--- config.mk ---
export PLATFORM = sky130hd
export DESIGN_NAME = ahb_lite_master
export DESIGN_NICKNAME = d
export VERILOG_FILES = /design/src/rtl/ahb_lite_master.sv
export SDC_FILE = /design/constraint.sdc
export NUM_CORES = 1
export LEC_CHECK = 0
export BUFFER_PORTS_ARGS = -buffer_cell sky130_fd_sc_hd__buf_2
export CAP_MARGIN = 5
export CORE_MARGIN = 3
export CORE_UTILIZATION = 52
export DETAILED_ROUTE_END_ITERATION = 16
export PLACE_DENSITY = 0.95
export SETUP_SLACK_MARGIN = 0.1
export SLEW_MARGIN = 20
export SYNTH_ARGS = -nofsm -noshare
export SYNTH_HDL_FRONTEND = slang
export SYNTH_SLANG_ARGS = --single-unit
--- constraint.sdc ---
create_clock -name clk -period 3.02 [get_ports clk]
set_clock_uncertainty 0.1 [all_clocks]
set_input_delay 0.151 -clock clk [delete_from_list [all_inputs] [get_ports clk]]
set_output_delay 0.151 -clock clk [all_outputs]
set_load 0.02 [all_outputs]
--- src/rtl/ahb_lite_master.sv ---
// AHB-Lite single-master initiator: command/response stream to pipelined SINGLE transfers.
// Optional AHB_MST_ERR_CANCEL_EN cancels the pipelined address phase on a two-cycle HRESP error.
module ahb_lite_master #(
    parameter int ADDR_WIDTH = 32,
    parameter int DATA_WIDTH = 32
) (
    input  logic                  clk,
    input  logic                  rst_n,
    input  logic                  cmd_valid,
    output logic                  cmd_ready,
    input  logic                  cmd_write,
    input  logic [ADDR_WIDTH-1:0] cmd_addr,
    input  logic [1:0]            cmd_size,
    input  logic [DATA_WIDTH-1:0] cmd_wdata,
    output logic                  rsp_valid,
    output logic [DATA_WIDTH-1:0] rsp_rdata,
    output logic                  rsp_err,
    output logic [ADDR_WIDTH-1:0] HADDR,
    output logic [1:0]            HTRANS,
    output logic                  HWRITE,
    output logic [2:0]            HSIZE,
    output logic [2:0]            HBURST,
    output logic [DATA_WIDTH-1:0] HWDATA,
    input  logic [DATA_WIDTH-1:0] HRDATA,
    input  logic                  HREADY,
    input  logic                  HRESP
);

    // Handshake: a command transfers on the rising edge where cmd_valid && cmd_ready;
    // cmd_ready never depends on cmd_valid. rsp_valid is a one-cycle pulse with no backpressure.

    localparam logic [1:0] HTRANS_IDLE   = 2'b00;
    localparam logic [1:0] HTRANS_NONSEQ = 2'b10;

    logic                  ap_valid_q, ap_valid_d;
    logic [ADDR_WIDTH-1:0] ap_addr_q,  ap_addr_d;
    logic                  ap_write_q, ap_write_d;
    logic [1:0]            ap_size_q,  ap_size_d;
    logic [DATA_WIDTH-1:0] ap_wdata_q, ap_wdata_d;

    logic                  dp_valid_q, dp_valid_d;
    logic                  dp_write_q, dp_write_d;
    logic [DATA_WIDTH-1:0] dp_wdata_q, dp_wdata_d;

    logic                  rsp_valid_q, rsp_valid_d;
    logic [DATA_WIDTH-1:0] rsp_rdata_q, rsp_rdata_d;
    logic                  rsp_err_q,   rsp_err_d;

    logic                  hold_ap;
    logic                  cmd_fire;
    logic                  ap_adv;
    logic                  dp_done;
    logic [1:0]            size_norm;

`ifdef AHB_MST_ERR_CANCEL_EN
    // cancel_q covers the second error cycle, after HREADY has already risen.
    logic cancel_q, cancel_d;
    logic dp_err_first;

    assign dp_err_first = dp_valid_q && HRESP && !HREADY;
    assign hold_ap      = dp_err_first || cancel_q;

    always_comb begin
        cancel_d = cancel_q;
        if (dp_err_first) begin
            cancel_d = 1'b1;
        end else if (HREADY) begin
            cancel_d = 1'b0;
        end
    end

    always_ff @(posedge clk or negedge rst_n) begin
        if (!rst_n) begin
            cancel_q <= 1'b0;
        end else begin
            cancel_q <= cancel_d;
        end
    end
`else
    assign hold_ap = 1'b0;
`endif

    assign cmd_ready = (!ap_valid_q || (HREADY && !(dp_valid_q && HRESP))) && !hold_ap;
    assign cmd_fire  = cmd_valid && cmd_ready;
    assign ap_adv    = ap_valid_q && HREADY && !hold_ap;
    assign dp_done   = dp_valid_q && HREADY;
    assign size_norm = (cmd_size == 2'b11) ? 2'b00 : cmd_size;

    always_comb begin
        ap_valid_d  = ap_valid_q;
        ap_addr_d   = ap_addr_q;
        ap_write_d  = ap_write_q;
        ap_size_d   = ap_size_q;
        ap_wdata_d  = ap_wdata_q;
        dp_valid_d  = dp_valid_q;
        dp_write_d  = dp_write_q;
        dp_wdata_d  = dp_wdata_q;
        rsp_valid_d = 1'b0;
        rsp_rdata_d = '0;
        rsp_err_d   = 1'b0;

        // Address stage empties or hands over, then refills from an accepted command.
        if (ap_adv || !ap_valid_q) begin
            ap_valid_d = cmd_fire;
            if (cmd_fire) begin
                ap_addr_d  = cmd_addr;
                ap_write_d = cmd_write;
                ap_size_d  = size_norm;
                ap_wdata_d = cmd_wdata;
            end
        end

        if (HREADY) begin
            dp_valid_d = ap_adv;
            if (ap_adv) begin
                dp_write_d = ap_write_q;
                dp_wdata_d = ap_wdata_q;
            end
        end

        if (dp_done) begin
            rsp_valid_d = 1'b1;
            rsp_err_d   = HRESP;
            rsp_rdata_d = dp_write_q ? '0 : HRDATA;
        end
    end

    always_ff @(posedge clk or negedge rst_n) begin
        if (!rst_n) begin
            ap_valid_q  <= 1'b0;
            ap_addr_q   <= '0;
            ap_write_q  <= 1'b0;
            ap_size_q   <= 2'b00;
            ap_wdata_q  <= '0;
            dp_valid_q  <= 1'b0;
            dp_write_q  <= 1'b0;
            dp_wdata_q  <= '0;
            rsp_valid_q <= 1'b0;
            rsp_rdata_q <= '0;
            rsp_err_q   <= 1'b0;
        end else begin
            ap_valid_q  <= ap_valid_d;
            ap_addr_q   <= ap_addr_d;
            ap_write_q  <= ap_write_d;
            ap_size_q   <= ap_size_d;
            ap_wdata_q  <= ap_wdata_d;
            dp_valid_q  <= dp_valid_d;
            dp_write_q  <= dp_write_d;
            dp_wdata_q  <= dp_wdata_d;
            rsp_valid_q <= rsp_valid_d;
            rsp_rdata_q <= rsp_rdata_d;
            rsp_err_q   <= rsp_err_d;
        end
    end

    assign HTRANS    = (ap_valid_q && !hold_ap) ? HTRANS_NONSEQ : HTRANS_IDLE;
    assign HADDR     = ap_addr_q;
    assign HWRITE    = ap_write_q;
    assign HSIZE     = {1'b0, ap_size_q};
    assign HBURST    = 3'b000;
    assign HWDATA    = dp_valid_q ? dp_wdata_q : '0;
    assign rsp_valid = rsp_valid_q;
    assign rsp_rdata = rsp_rdata_q;
    assign rsp_err   = rsp_err_q;

endmodule
* Word level (Yosys, flattened, before mapping)
Cells that the tools add are included.
** Operators by class
- Equality and inequality tests :: 1
- Mux-type cells :: 7
- Reductions and logical operators :: 11
** Operators by type and width (number)
- $mux 32 :: 3
- $logic_and 1x1->1 :: 5
- $mux 2 :: 2
- $reduce_and 2->1 :: 2
- $eq 2x2->1 const B :: 1
- $logic_not 1->1 :: 2
- $logic_or 1x1->1 :: 2
- $mux 1 :: 2
** Storage, ports and cells
- Flip-flop bits (word level) :: 136
- Input bits :: 104
- Output and inout bits :: 108
- Logic and storage cells :: 30

* Logic depth before layout (Yosys ltp)
- Depth after elaboration :: 6
- Gate-level depth with buffers :: 6
- Gate-level depth less buffers :: 3

* Worst setup path after synthesis
OpenSTA, ideal clock, no wires.
- Kind :: reg-to-reg
- Start point :: register dp_valid_q
- End point :: register ap_addr_q[12], in the netlist HADDR[12]
- Setup time :: 125 ps
- Data arrival time :: 1249 ps
- Required time :: 2795 ps
- Setup slack :: 1546 ps
- Stages on the path, launching flop included :: 7
- Buffers on the path :: 3
- Period minus slack after synthesis :: 1474 ps
- Cells stage by stage :: dfrtp_1 > buf_2 > nand3_1 > nand3_2 > buf_6 > buf_6 > mux2_4
** On the way
- Longest elaborated chain between the ends :: 6
** Ends and longest elaborated chain
- start: declaration :: line 41 : logic dp_valid_q, dp_valid_d;
- start signal: assignment :: line 147 : dp_valid_q <= dp_valid_d;
- $logic_and 1x1->1 :: line 83 : assign cmd_ready = (!ap_valid_q || (HREADY && !(dp_valid_q && HRESP))) && !hold_ap;
- $logic_not 1->1 :: line 83
- $logic_and 1x1->1 :: line 83
- $logic_or 1x1->1 :: line 83
- $logic_and 1x1->1 :: line 84 : assign cmd_fire = cmd_valid && cmd_ready;
- $reduce_and 2->1 (no line)
- end signal: assignment :: line 143 : ap_addr_q <= ap_addr_d;
- end: declaration :: line 36 : logic [ADDR_WIDTH-1:0] ap_addr_q, ap_addr_d;
Every way passes these cells.
A chain may end at the register's enable or synchronous reset.

* Worst setup path in the final report
- Start point :: register dp_valid_q
- End point :: output port HWDATA[14]
** On the way
- Longest elaborated chain between the ends :: 1
** Ends and longest elaborated chain
- $mux 32 :: line 161 : assign HWDATA = dp_valid_q ? dp_wdata_q : '0;
- end: declaration :: line 23 : output logic [DATA_WIDTH-1:0] HWDATA,
Every way passes these cells.

==> results.md <==
- Clock transition at the registers of the reported paths: 60 ps
- Total GRT Usage: 28.3%
- Synth area leaders: dfrtp_1 65%, mux2_2 17%, and2_1 7.8%
- Maximum VDD drop: a little under 0.0005 V
- Crit path max-delay cell type: dfrtp_1
- Final hold vios: 0
- M3 GR Usage: 9.78%
- Worst Max-Slew Pin Slew: 783 ps
- CP bufs+invs: 2
- Minimum clock period: 2100 ps
- Worst stage delay on the critical path: ~660 ps
- Fin nets: roughly 760
- CTS tree: done
- Placed Cells: 659
- Synth Instances: 339
- P_int: between 4 and 5 mW
- Residual DRC: 0
- Grt met2 use: about half
- Synth Flop Type: dfrtp_1
- Per-cell routed wire length: 19.3 um
- Cell Area, Synth: ~0.0052 mm^2
- Worst setup endpoint: HWDATA[14]
- Sequential share of the synthesized area: between 60 and 70%
- Gr busiest metal: met2
- F_max: 477 MHz
- Flop pwr share: a little over two fifths
- Post-detail-place hpwl: between 8 and 9 mm
- Number of flops mapped to enable cells by yosys: 0
- Library cells used by synthesis: 18
- Pre-antenna DRT Iters: 8
- Cell depth of the worst setup path: 3
- Comb pwr share: 24.2%
- RSZ-0062 raised after global routing: no
- Initial antenna violation count: 0
- Wirelength, routed: 15.3 mm
- Clock power frac: 33.9%
- Leak Pwr: 4.02 nW
- Via count: 3,956
- Total grt overflow: 0
- Area leader, netlist: dfrtp_1
- Die span in x: 106 um
- Min-Delay Path Class: input port to async pin
- Sw Share: 29.8%
- Worst-path fanout max: 19
- Area growth syn-to-layout: 52.3%
- # H-tree levels: 4
- Fin crit share: 69.4%
- Pins Over Slew Limit: 0
- Total power: 5.80 mW
- Syn_area_per_cell: approximately 15 um^2
- Top delay family on crit path: flip-flops
- Fin Setup TNS: 0 ps
- ANT cells: 0
- CP startpoint kind: flop
- Maxcap violations: 0
- Clk buf depth: 2
- Flop-to-flop setup slack: approximately 960 ps
- TritonCTS Buffers: 17
- Yosys reg bits: 136
- Filler cell count in the final layout: 461
- Reg2reg start: dp_valid_q
- CP arrival: between 1500 and 2000 ps
- Post-synthesis async set-or-reset flop share: 100%
- Synth top area share: between 60% and 70%
- Required time worst endpoint: 2770 ps
- Storage element area: between 0.003 and 0.004 mm^2
- Slew headroom: 47.8%
- Die footprint: roughly 0.011 mm^2
- Layout cells sized above 1: 51.4%
- Post-CTS resize count: 0
- Worst reg-to-reg path cell count: 4
- Root Driver: clkbuf_8
- Placer Congestion: 0.780
- Status: finished clean
- Initial core utilization: between 50% and 60%
- FP Rows: 35
- Post-route non-filler standard cell count: 794
- Multi-input gate area: 0.00170 mm^2
- Pin count of the biggest net entering global routing: 89
- Switching power: 1.73 mW
- PD cells: roughly 730 mW/mm^2
- Crit Reg-Reg Endpoint: HWRITE
- Worst setup EP type: primary output
- Routed Antenna Nets: 0
- PortBufs: 206
- Die span in y: 106 um
- Sink Count: approximately 140
- Setup crit start: dp_valid_q
- Setup-failing EPs final: 0
- Vias in the first global route: 4,512
- DR vias/cell: 4.98
- Clk_lat worst skew: 510 ps
- First-pass GRT wire length: 24.2 mm
- Ys Warns: 0
- Critical path cell sequence: buf_4 -> and2_1 -> buf_2
- Routing usage on met1: 30.5%
- Core area: ~0.0095 mm^2
- IO Pins: 212
- Iter 0 DRT Violations: 145
- CP Class: flop to primary output
## layout make-up
type,instances,area share (%)
sequential,136,42.7
timing repair buffer,313,26.7
multi-input combinational,183,21.4
clock buffer,18,5.25
tap,129,2.03
clock inverter,14,1.89
inverter,1,0.0471
## layer usage
layer | vias to the layer above | part of all wire [%]
li1 | 1749 | -
met1 | 1976 | 36
met2 | 187 | 54
met3 | 44 | 7.3
met4 | 0 | 3.3
met5 | - | 0
## flip-flops by register name (all words and copies together) (netlist names)
signal,flops
ap_size_q,2
rsp_err,1
dp_valid_q,1
dp_write_q,1
HWRITE,1
dp_wdata_q,32
rsp_valid,1
ap_valid_q,1
HADDR,32
ap_wdata_q,32
rsp_rdata,32
## worst register-to-register path, cell delays in order (launching register included)
cell and delay, ps:
dfrtp_1 660, nand3_1 220, nand3_4 130, buf_12 330
mux2_2 500
## worst min path at each step
stage / startpoint / end / slack, ps / cells past startpoint
6_report: rst_n / dp_wdata_q[15] / 40 / 2
5_1_grt: rst_n / dp_wdata_q[15] / 70 / 2
4_1_cts: rst_n / ap_wdata_q[20] / 60 / 2
3_5_place_dp: rst_n / ap_wdata_q[20] / 10 / 1
3_3_place_gp: rst_n / ap_wdata_q[20] / -5 / 1
2_1_floorplan: rst_n / HADDR[0] / -240 / 0
## per-stage QoR
step | setup WS (ps) | area (um^2) | utilization (%) | hold WS (ps)
CTS | 882 | 7960 | 83.8 | 57.3
global route | 774 | 7960 | 83.8 | 71.3
finish | 925 | 7960 | 83.8 | 42.7
detailed placement | 992 | 6360 | 67.0 | 11.8
global placement | 1060 | 6360 | 67.0 | -5.24
floorplan | 1550 | 5240 | - | -245
## power groups by stage
| stage | clock (mW) | sequential [mW] | combinational (mW) |
|---|---|---|---|
| finish | 1.97 | 2.43 | 1.41 |
| global placement | 0 | 2.39 | 1.22 |
| global route | 2.08 | 2.47 | 1.49 |
| floorplan | 0 | 2.52 | 0.700 |
| detailed placement | 0 | 2.43 | 1.27 |
| CTS | 1.98 | 2.41 | 1.38 |
## Yosys cell counts (2+ instances only)
master	count
nand2_1	5
dfrtp_1	136
mux2_4	19
buf_4	6
buf_6	3
nor2b_1	2
clkbuf_1	6
and2_1	65
mux2_2	81
buf_2	8
## logic make-up (layout without fill, tap and decap cells)
logic type	count (synthesis)	count (layout)	synth area share, %
buffers and inverters	24	346	2.78
AND/OR/NAND/NOR	77	77	9.05
AO/OA/AOI/OAI	1	1	0.0956
flip-flops	136	136	65.1
other	1	5	0.0717
multiplexers	100	100	22.9
## cell usage in the layout (no fill, tap or decap)
cell type,Yosys,routed
dfrtp_1,136,136
clkinvlp_4,0,6
nor2b_1,2,2
inv_1,1,1
nand3_1,1,1
clkinv_4,0,2
conb_1,1,5
nand2_1,5,5
and2_1,65,65
mux2_4,19,19
nand2b_1,1,1
buf_6,3,1
nand3_4,0,1
clkbuf_8,0,1
buf_12,0,2
and2b_1,1,1
bufinv_16,0,2
dlygate4sd3_1,0,103
buf_2,8,205
clkinv_2,0,2
clkbuf_16,0,16
buf_4,6,2
and3_1,1,1
clkbuf_1,6,1
inv_6,0,2
o21ai_0,1,1
mux2_2,81,81
## repair_timing
action | 4_1_cts | 5_1_grt
buffers inserted | 0 | 0
hold buffers | 103 | 0
hold endpoints to repair | 239 | 0
(Power assumes the default switching activity.)
